**src/rtl/branch_predict_unit_pkg.sv**
```systemverilog
// Shared encodings for the branch predict unit: funct3 branch conditions, next-PC selects, BHT counter states.
// Pure definitions; no latency or backpressure of their own.
package branch_predict_unit_pkg;

  localparam logic [2:0] FUNCT3_BRANCH_EQ  = 3'b000;
  localparam logic [2:0] FUNCT3_BRANCH_NE  = 3'b001;
  localparam logic [2:0] FUNCT3_BRANCH_LT  = 3'b100;
  localparam logic [2:0] FUNCT3_BRANCH_GE  = 3'b101;
  localparam logic [2:0] FUNCT3_BRANCH_LTU = 3'b110;
  localparam logic [2:0] FUNCT3_BRANCH_GEU = 3'b111;

  typedef enum logic [1:0] {
    PC_NEXT_INST        = 2'b00,
    PC_BRANCH_OFFSET    = 2'b01,
    PC_ALU_RESULT       = 2'b10,
    PC_RECOVER_FALLTHRU = 2'b11
  } pc_src_e;

  localparam logic [1:0] BHT_STRONG_NT = 2'b00;
  localparam logic [1:0] BHT_WEAK_NT   = 2'b01;
  localparam logic [1:0] BHT_WEAK_T    = 2'b10;
  localparam logic [1:0] BHT_STRONG_T  = 2'b11;

endpackage

```
**src/rtl/branch_predict_unit_if.sv**
```systemverilog
// Fetch-predict and execute-resolve signal bundle between the core pipeline and the branch predict unit.
// Wires only; latency and backpressure are defined by the modules on either side (none here).
interface branch_predict_unit_if #(
  parameter int XLEN  = 32,
  parameter int CNT_W = 32
);
  logic [XLEN-1:0]  pred_pc;
  logic             pred_taken;
  logic             res_valid;
  logic [XLEN-1:0]  res_pc;
  logic             branch;
  logic             jump;
  logic [2:0]       funct3;
  logic             cmp_eq;
  logic             cmp_lt;
  logic             cmp_ltu;
  logic             res_pred_taken;
  logic [1:0]       pc_source;
  logic             flush;
  logic             illegal_branch;
  logic [CNT_W-1:0] br_count;
  logic [CNT_W-1:0] mis_count;

  modport master (
    output pred_pc, res_valid, res_pc, branch, jump, funct3,
           cmp_eq, cmp_lt, cmp_ltu, res_pred_taken,
    input  pred_taken, pc_source, flush, illegal_branch, br_count, mis_count
  );

  modport slave (
    input  pred_pc, res_valid, res_pc, branch, jump, funct3,
           cmp_eq, cmp_lt, cmp_ltu, res_pred_taken,
    output pred_taken, pc_source, flush, illegal_branch, br_count, mis_count
  );
endinterface

```
**src/rtl/branch_predict_unit_sat_counter2.sv**
```systemverilog
// Next-state logic for one 2-bit saturating BHT counter: step toward taken or not-taken, clamp at the ends.
// Combinational, zero latency; no backpressure.
module sat_counter2
  import branch_predict_unit_pkg::*;
(
  input  logic [1:0] state,
  input  logic       inc,
  output logic [1:0] next
);
  always_comb begin
    next = state;
    if (inc) begin
      if (state != BHT_STRONG_T) next = state + 2'd1;
    end else begin
      if (state != BHT_STRONG_NT) next = state - 2'd1;
    end
  end
endmodule

```
**src/rtl/branch_predict_unit.sv**
```systemverilog
// Bimodal BHT predictor with execute-stage branch/jump resolution, next-PC select, flush and perf counters.
// Prediction and resolve outputs combinational; table/counters update on the resolve-cycle edge; no backpressure.
module branch_predict_unit
  import branch_predict_unit_pkg::*;
#(
  parameter int XLEN     = 32,
  parameter int IDX_BITS = 6,
  parameter int CNT_W    = 32
) (
  input  logic                  clk,
  input  logic                  rst_n,
  branch_predict_unit_if.slave  bus
);
  localparam int               ENTRIES = 1 << IDX_BITS;
  localparam logic [CNT_W-1:0] CNT_ONE = CNT_W'(1);
  localparam logic [CNT_W-1:0] CNT_MAX = '1;

  logic [IDX_BITS-1:0] pred_idx;
  logic [IDX_BITS-1:0] res_idx;
  logic [1:0]          bht [ENTRIES];
  logic                cond_taken;
  logic                rsvd_f3;
  logic                upd;
  pc_src_e             pc_src;
  logic                flush_c;
  logic [CNT_W-1:0]    br_q;
  logic [CNT_W-1:0]    mis_q;

  assign pred_idx = bus.pred_pc[IDX_BITS+1:2];
  assign res_idx  = bus.res_pc[IDX_BITS+1:2];

  always_comb begin
    cond_taken = 1'b0;
    rsvd_f3    = 1'b0;
    case (bus.funct3)
      FUNCT3_BRANCH_EQ:  cond_taken = bus.cmp_eq;
      FUNCT3_BRANCH_NE:  cond_taken = ~bus.cmp_eq;
      FUNCT3_BRANCH_LT:  cond_taken = bus.cmp_lt;
      FUNCT3_BRANCH_GE:  cond_taken = ~bus.cmp_lt;
      FUNCT3_BRANCH_LTU: cond_taken = bus.cmp_ltu;
      FUNCT3_BRANCH_GEU: cond_taken = ~bus.cmp_ltu;
      default:           rsvd_f3    = 1'b1;
    endcase
  end

  // Jumps share the resolve slot but must never train the table or the counters.
  assign upd = bus.res_valid & bus.branch & ~bus.jump & ~rsvd_f3;

  always_comb begin
    pc_src  = PC_NEXT_INST;
    flush_c = 1'b0;
    if (!bus.res_valid) begin
      pc_src  = PC_NEXT_INST;
      flush_c = 1'b0;
    end else if (bus.jump) begin
      pc_src  = PC_ALU_RESULT;
      flush_c = 1'b1;
    end else if (bus.branch && cond_taken && !bus.res_pred_taken) begin
      pc_src  = PC_BRANCH_OFFSET;
      flush_c = 1'b1;
    end else if (bus.branch && !cond_taken && bus.res_pred_taken) begin
      pc_src  = PC_RECOVER_FALLTHRU;
      flush_c = 1'b1;
    end
  end

  for (genvar i = 0; i < ENTRIES; i++) begin : g_bht
    logic [1:0] entry_q;
    logic [1:0] entry_d;

    sat_counter2 u_sat (
      .state (entry_q),
      .inc   (cond_taken),
      .next  (entry_d)
    );

    always_ff @(posedge clk or negedge rst_n) begin
      if (!rst_n) entry_q <= BHT_WEAK_NT;
      else if (upd && (res_idx == IDX_BITS'(i))) entry_q <= entry_d;
    end

    assign bht[i] = entry_q;
  end

  always_ff @(posedge clk or negedge rst_n) begin
    if (!rst_n) begin
      br_q  <= '0;
      mis_q <= '0;
    end else if (upd) begin
      if (br_q != CNT_MAX) br_q <= br_q + CNT_ONE;
      if ((cond_taken != bus.res_pred_taken) && (mis_q != CNT_MAX)) mis_q <= mis_q + CNT_ONE;
    end
  end

  // Table read is not bypassed: a same-index update shows up one cycle later.
  assign bus.pred_taken     = bht[pred_idx][1];
  assign bus.pc_source      = pc_src;
  assign bus.flush          = flush_c;
  assign bus.illegal_branch = bus.res_valid & bus.branch & rsvd_f3;
  assign bus.br_count       = br_q;
  assign bus.mis_count      = mis_q;
endmodule

```
**src/flat_wrapper.sv**
```systemverilog
// flat-port wrapper written by rule: the top's interface ports become plain ports
module branch_predict_unit_flat import branch_predict_unit_pkg::*;
#(
  parameter int XLEN     = 32,
  parameter int IDX_BITS = 6,
  parameter int CNT_W    = 32
)
  (clk, rst_n, bus_pred_pc, bus_res_valid, bus_res_pc, bus_branch, bus_jump, bus_funct3, bus_cmp_eq, bus_cmp_lt, bus_cmp_ltu, bus_res_pred_taken, bus_pred_taken, bus_pc_source, bus_flush, bus_illegal_branch, bus_br_count, bus_mis_count);
  branch_predict_unit_if #(.XLEN(XLEN), .CNT_W(CNT_W)) bus_i ();
  input  logic clk;
  input  logic rst_n;
  input wire logic [$bits(bus_i.pred_pc)-1:0] bus_pred_pc;
  input wire logic [$bits(bus_i.res_valid)-1:0] bus_res_valid;
  input wire logic [$bits(bus_i.res_pc)-1:0] bus_res_pc;
  input wire logic [$bits(bus_i.branch)-1:0] bus_branch;
  input wire logic [$bits(bus_i.jump)-1:0] bus_jump;
  input wire logic [$bits(bus_i.funct3)-1:0] bus_funct3;
  input wire logic [$bits(bus_i.cmp_eq)-1:0] bus_cmp_eq;
  input wire logic [$bits(bus_i.cmp_lt)-1:0] bus_cmp_lt;
  input wire logic [$bits(bus_i.cmp_ltu)-1:0] bus_cmp_ltu;
  input wire logic [$bits(bus_i.res_pred_taken)-1:0] bus_res_pred_taken;
  output wire logic [$bits(bus_i.pred_taken)-1:0] bus_pred_taken;
  output wire logic [$bits(bus_i.pc_source)-1:0] bus_pc_source;
  output wire logic [$bits(bus_i.flush)-1:0] bus_flush;
  output wire logic [$bits(bus_i.illegal_branch)-1:0] bus_illegal_branch;
  output wire logic [$bits(bus_i.br_count)-1:0] bus_br_count;
  output wire logic [$bits(bus_i.mis_count)-1:0] bus_mis_count;
  assign bus_i.pred_pc = bus_pred_pc;
  assign bus_i.res_valid = bus_res_valid;
  assign bus_i.res_pc = bus_res_pc;
  assign bus_i.branch = bus_branch;
  assign bus_i.jump = bus_jump;
  assign bus_i.funct3 = bus_funct3;
  assign bus_i.cmp_eq = bus_cmp_eq;
  assign bus_i.cmp_lt = bus_cmp_lt;
  assign bus_i.cmp_ltu = bus_cmp_ltu;
  assign bus_i.res_pred_taken = bus_res_pred_taken;
  assign bus_pred_taken = bus_i.pred_taken;
  assign bus_pc_source = bus_i.pc_source;
  assign bus_flush = bus_i.flush;
  assign bus_illegal_branch = bus_i.illegal_branch;
  assign bus_br_count = bus_i.br_count;
  assign bus_mis_count = bus_i.mis_count;
  branch_predict_unit #(.XLEN(XLEN), .IDX_BITS(IDX_BITS), .CNT_W(CNT_W)) u_core (.clk(clk), .rst_n(rst_n), .bus(bus_i));
endmodule
```
**config.mk**
```make
export PLATFORM = sky130hd
export DESIGN_NAME = branch_predict_unit_flat
export DESIGN_NICKNAME = d
export VERILOG_FILES = /design/src/rtl/branch_predict_unit_pkg.sv /design/src/rtl/branch_predict_unit_if.sv /design/src/rtl/branch_predict_unit_sat_counter2.sv /design/src/rtl/branch_predict_unit.sv /design/src/flat_wrapper.sv
export SDC_FILE = /design/constraint.sdc
export NUM_CORES = 1
export LEC_CHECK = 0
export CAP_MARGIN = 20
export CORE_MARGIN = 8
export CORE_UTILIZATION = 35
export DETAILED_ROUTE_END_ITERATION = 8
export GPL_ROUTABILITY_DRIVEN = 0
export SLEW_MARGIN = 20
export SYNTH_ARGS = -nofsm -noshare
export SYNTH_HDL_FRONTEND = slang
export SYNTH_SLANG_ARGS = --single-unit
export TNS_END_PERCENT = 50
```
**constraint.sdc**
```tcl
create_clock -name clk -period 6.8 [get_ports clk]
set_input_delay 1.7 -clock clk [delete_from_list [all_inputs] [get_ports clk]]
set_output_delay 1.7 -clock clk [all_outputs]
set_load 0.02 [all_outputs]
```
==> impl_summary.txt <==
----------------------------------------------------
[Status]
  Result of the run ... complete, no violations

[Yosys]
  Syn Inst Count ... about 1.1k
  Post-synthesis share of cell area spent on full adders, half adders and majority gates ... 0.00242
  Share of cell area taken by muxes after synthesis ... 0.0760
  Most used flip-flop cell after synthesis ... sky130_fd_sc_hd__dfrtp_1
  Post-synthesis compound-gate area fraction ... 0.180
  Netlist cell types ... slightly below 60
  Summed instance area of the synthesized netlist ... 0.0103 mm²
  Syn Area/Cell ... 9.35 µm²
  Dominant combinational cell family by area after synthesis ... compound AO/OA/AOI/OAI gates
  Number of warnings printed during yosys synthesis ... 0
  Syn nets ... 1,184
  Register area share after synthesis ... 0.472
  Synthesized flop and latch total ... 192
  Share of synthesized flip-flops with an asynchronous set or reset ... 1.00
  Post-synthesis xor/xnor area fraction ... 0.0559
  Simple-Gate Fraction of Synth Area ... 0.179
  Number of flops mapped to enable cells by yosys ... 0

[Worst setup path]
  Worst setup path startpoint ... bus_pred_pc[3]
  Critical path data arrival time ... 4390 ps
  Critical path's top delay family ... buffers and inverters
  Critical Path End Type ... output port
  Crit path buffers/inverters ... 2
  Chain of cells forming the critical path ... clkdlybuf4s50_1 > mux4_2 > mux4_2 > o22ai_1 > o21ai_0 > clkdlybuf4s50_1
  CP max stage delay ... roughly 720 ps
  Startpoint type of the worst setup path ... input pin
  Largest fanout of any net on the critical path ... 5
  Startpoint of the most critical register-to-register path ... u_core.bus.mis_count[0]
  WP data required ... 5100 ps
  Kind of critical path ... in2out
  Cell with the largest stage delay on the worst path ... sky130_fd_sc_hd__clkdlybuf4s50_1

[CTS]
  CTS tree ... done
  Number of buffers added by the clock tree synthesis step ... 17
  Clock latency at the later pin of the worst-skew pair ... around 450 ps
  H-tree depth reported by CTS ... 4
  Clock root buffer ... sky130_fd_sc_hd__clkbuf_16
  Count of hold-fix buffers inserted at cts ... 0
  Sinks on Clock Net ... 192
  Number of buffers on the longest clock path ... 2
  Cts repair resizes ... 0
  Postcts setup bufs ... 0
  Clock edge transition at the registers on the reported setup and hold paths ... 70 ps

[STA]
  Final worst-path setup slack ... 708 ps
  Worst max-slew margin expressed relative to the limit ... 0.281
  Number of endpoints failing setup at the final stage ... 0
  Final critical delay including setup and external delays ... between 6000 and 7000 ps
  Slew of the pin with the lowest slew margin ... about 1100 ps
  Count of endpoints failing hold in the final timing report ... 0
  Largest clock skew in the final design ... approximately 16 ps
  Fin crit share ... 0.896
  Max-slew violation count ... 0
  Maximum frequency from static timing analysis ... 164 MHz
  RSZ-0062 raised after global routing ... false
  Aggregate negative setup slack ... 0 ps

[Pwr]
  Leak pwr ... 0.00451 µW
  Pwr dens ... 212 mW/mm²
  Final total power ... 2600 µW
  Max rail drop VDD ... 0.141 mV

[Global route]
  Largest net degree at the start of global routing ... 125
  Number of antenna violations at the first check in global routing ... 0
  Overflow after GRT ... 0
  Number of global-route vias before repair ... 8,293
  Combined global-route utilization of all metal layers ... 0.157
  Wire length of the first global-routing pass ... approximately 46,000 µm

[Route]
  1st-iter DRT viols ... 701
  Wire length after detailed routing ... 27,500 µm
  Via Count ... 8,630
  ANT nets after route ... 0
  Ratio of routed vias to standard cells ... 5.46
  Post-route DRC violation count ... 0
  Detailed-route wire length per cell ... 17.4 µm
  First-pass detailed-route iteration total ... 5

[Placement]
  Number of placed instances, taps included ... 1,547
  Port Buffer Count ... roughly 90
  Detail Placement HPWL ... 18,700 µm
  Place WS ... 677 ps

[Floorplanning]
  Die W ... about 190 µm
  Number of I/O pins ... between 100 and 150
  Placeable core region ... 0.0294 mm²
  Die height ... 188 µm
  Initial Utilization ... 0.352
  Row cnt ... 63
  Total die area ... 0.0353 mm²

[Finish]
  Antenna Cells ... 0
  Final core utilization ... 0.418
  Final instance count without filler cells ... 1,580
  Count of nets after finishing ... 1,255
  Ratio of cells with drive above 1 in the final layout ... 0.129
  Post-synthesis to final-layout area growth ... 18.8%

[Min path]
  Worst min path class ... reg2reg
  Launch instance of the worst min-delay path ... u_core.g_bht[38].entry_q[0]

[Flow run]
  Number of max-cap violations ... 0

----------------------------------------------------
cell usage in the layout, fill, tap and decap left out, drive strengths merged, types with 43 or more instances in the layout:
cell / count
nand2: 77
nand3: 64
a21oi: 137
inv: 43
dfstp: 64
nor2: 137
dfrtp: 128
clkdlybuf4s50: 91
o21ai: 112
xnor2: 51
cells in the mapped netlist (28+ instances only):
| master | instances | share of area |
|---|---|---|
| sky130_fd_sc_hd__nand4_1 | 29 | 0.018 |
| sky130_fd_sc_hd__dfstp_2 | 64 | 0.16 |
| sky130_fd_sc_hd__nand3_1 | 63 | 0.030 |
| sky130_fd_sc_hd__dfrtp_1 | 128 | 0.31 |
| sky130_fd_sc_hd__a21oi_1 | 137 | 0.066 |
| sky130_fd_sc_hd__inv_1 | 33 | 0.012 |
| sky130_fd_sc_hd__nand2_1 | 77 | 0.028 |
| sky130_fd_sc_hd__o21ai_0 | 111 | 0.054 |
| sky130_fd_sc_hd__nor2_1 | 137 | 0.050 |
| sky130_fd_sc_hd__mux2i_1 | 38 | 0.037 |
| sky130_fd_sc_hd__xnor2_1 | 51 | 0.043 |
| sky130_fd_sc_hd__a211oi_1 | 28 | 0.020 |
| sky130_fd_sc_hd__clkbuf_1 | 38 | 0.014 |
per-stage QoR:
step,instance area [µm²],hold slack (ps)
after global routing,12300,489
after detailed placement,11700,474
after floorplan,10300,466
after global placement,11700,471
final,12300,483
after CTS,12300,484
per-layer routing:
layer | global-route usage | vias to the layer above | routed length (µm) | part of all wire
met2 | 0.251 | 169 | 13200 | 0.48
li1 | - | 4142 | - | -
met3 | 0.0163 | 35 | 786 | 0.029
met4 | 0.0588 | 0 | 533 | 0.019
met5 | 0 | - | 0 | 0
met1 | 0.216 | 4284 | 13000 | 0.47
logic make-up after synthesis:
family / after synthesis
flops: 192
xor+xnor: 66
compound gates: 326
buf+inv: 87
mux: 57
fa+ha+maj: 2
simple gates: 376
registers in the layout (all words and copies together) (netlist names):
register	flops
u_core.g_bht.entry_q	128
u_core.bus.br_count	32
u_core.bus.mis_count	32
area by class of cell:
cell class | instances | area, µm²
Fill cell | 2846 | 17100
Multi-Input combinational cell | 827 | 5130
Sequential cell | 192 | 4880
Timing Repair Buffer | 106 | 1060
Tap cell | 390 | 488
Clock buffer | 17 | 425
Clock inverter | 15 | 168
Inverter | 33 | 124
final timing paths:
kind / endpoint / slack, ps / cells past startpoint
min in group asynchronous: u_core.bus.br_count[12] / 1260 / 1
setup / recovery: bus_pred_taken / 710 / 6
hold / removal: u_core.g_bht[38].entry_q[0] / 480 / 1
max in group asynchronous: u_core.g_bht[25].entry_q[1] / 4300 / 2
hold reg to reg: u_core.g_bht[38].entry_q[0] / 480 / 1
setup reg to reg: u_core.bus.mis_count[1] / 4270 / 6
power by group:
group / internal, µW / switching [µW] / total (µW)
clock: 526 / 507 / 1030
combinational: 127 / 207 / 334
sequential: 1190 / 44.0 / 1240
total: 1850 / 757 / 2600
No activity file was read; power rests on OpenSTA's default activity.
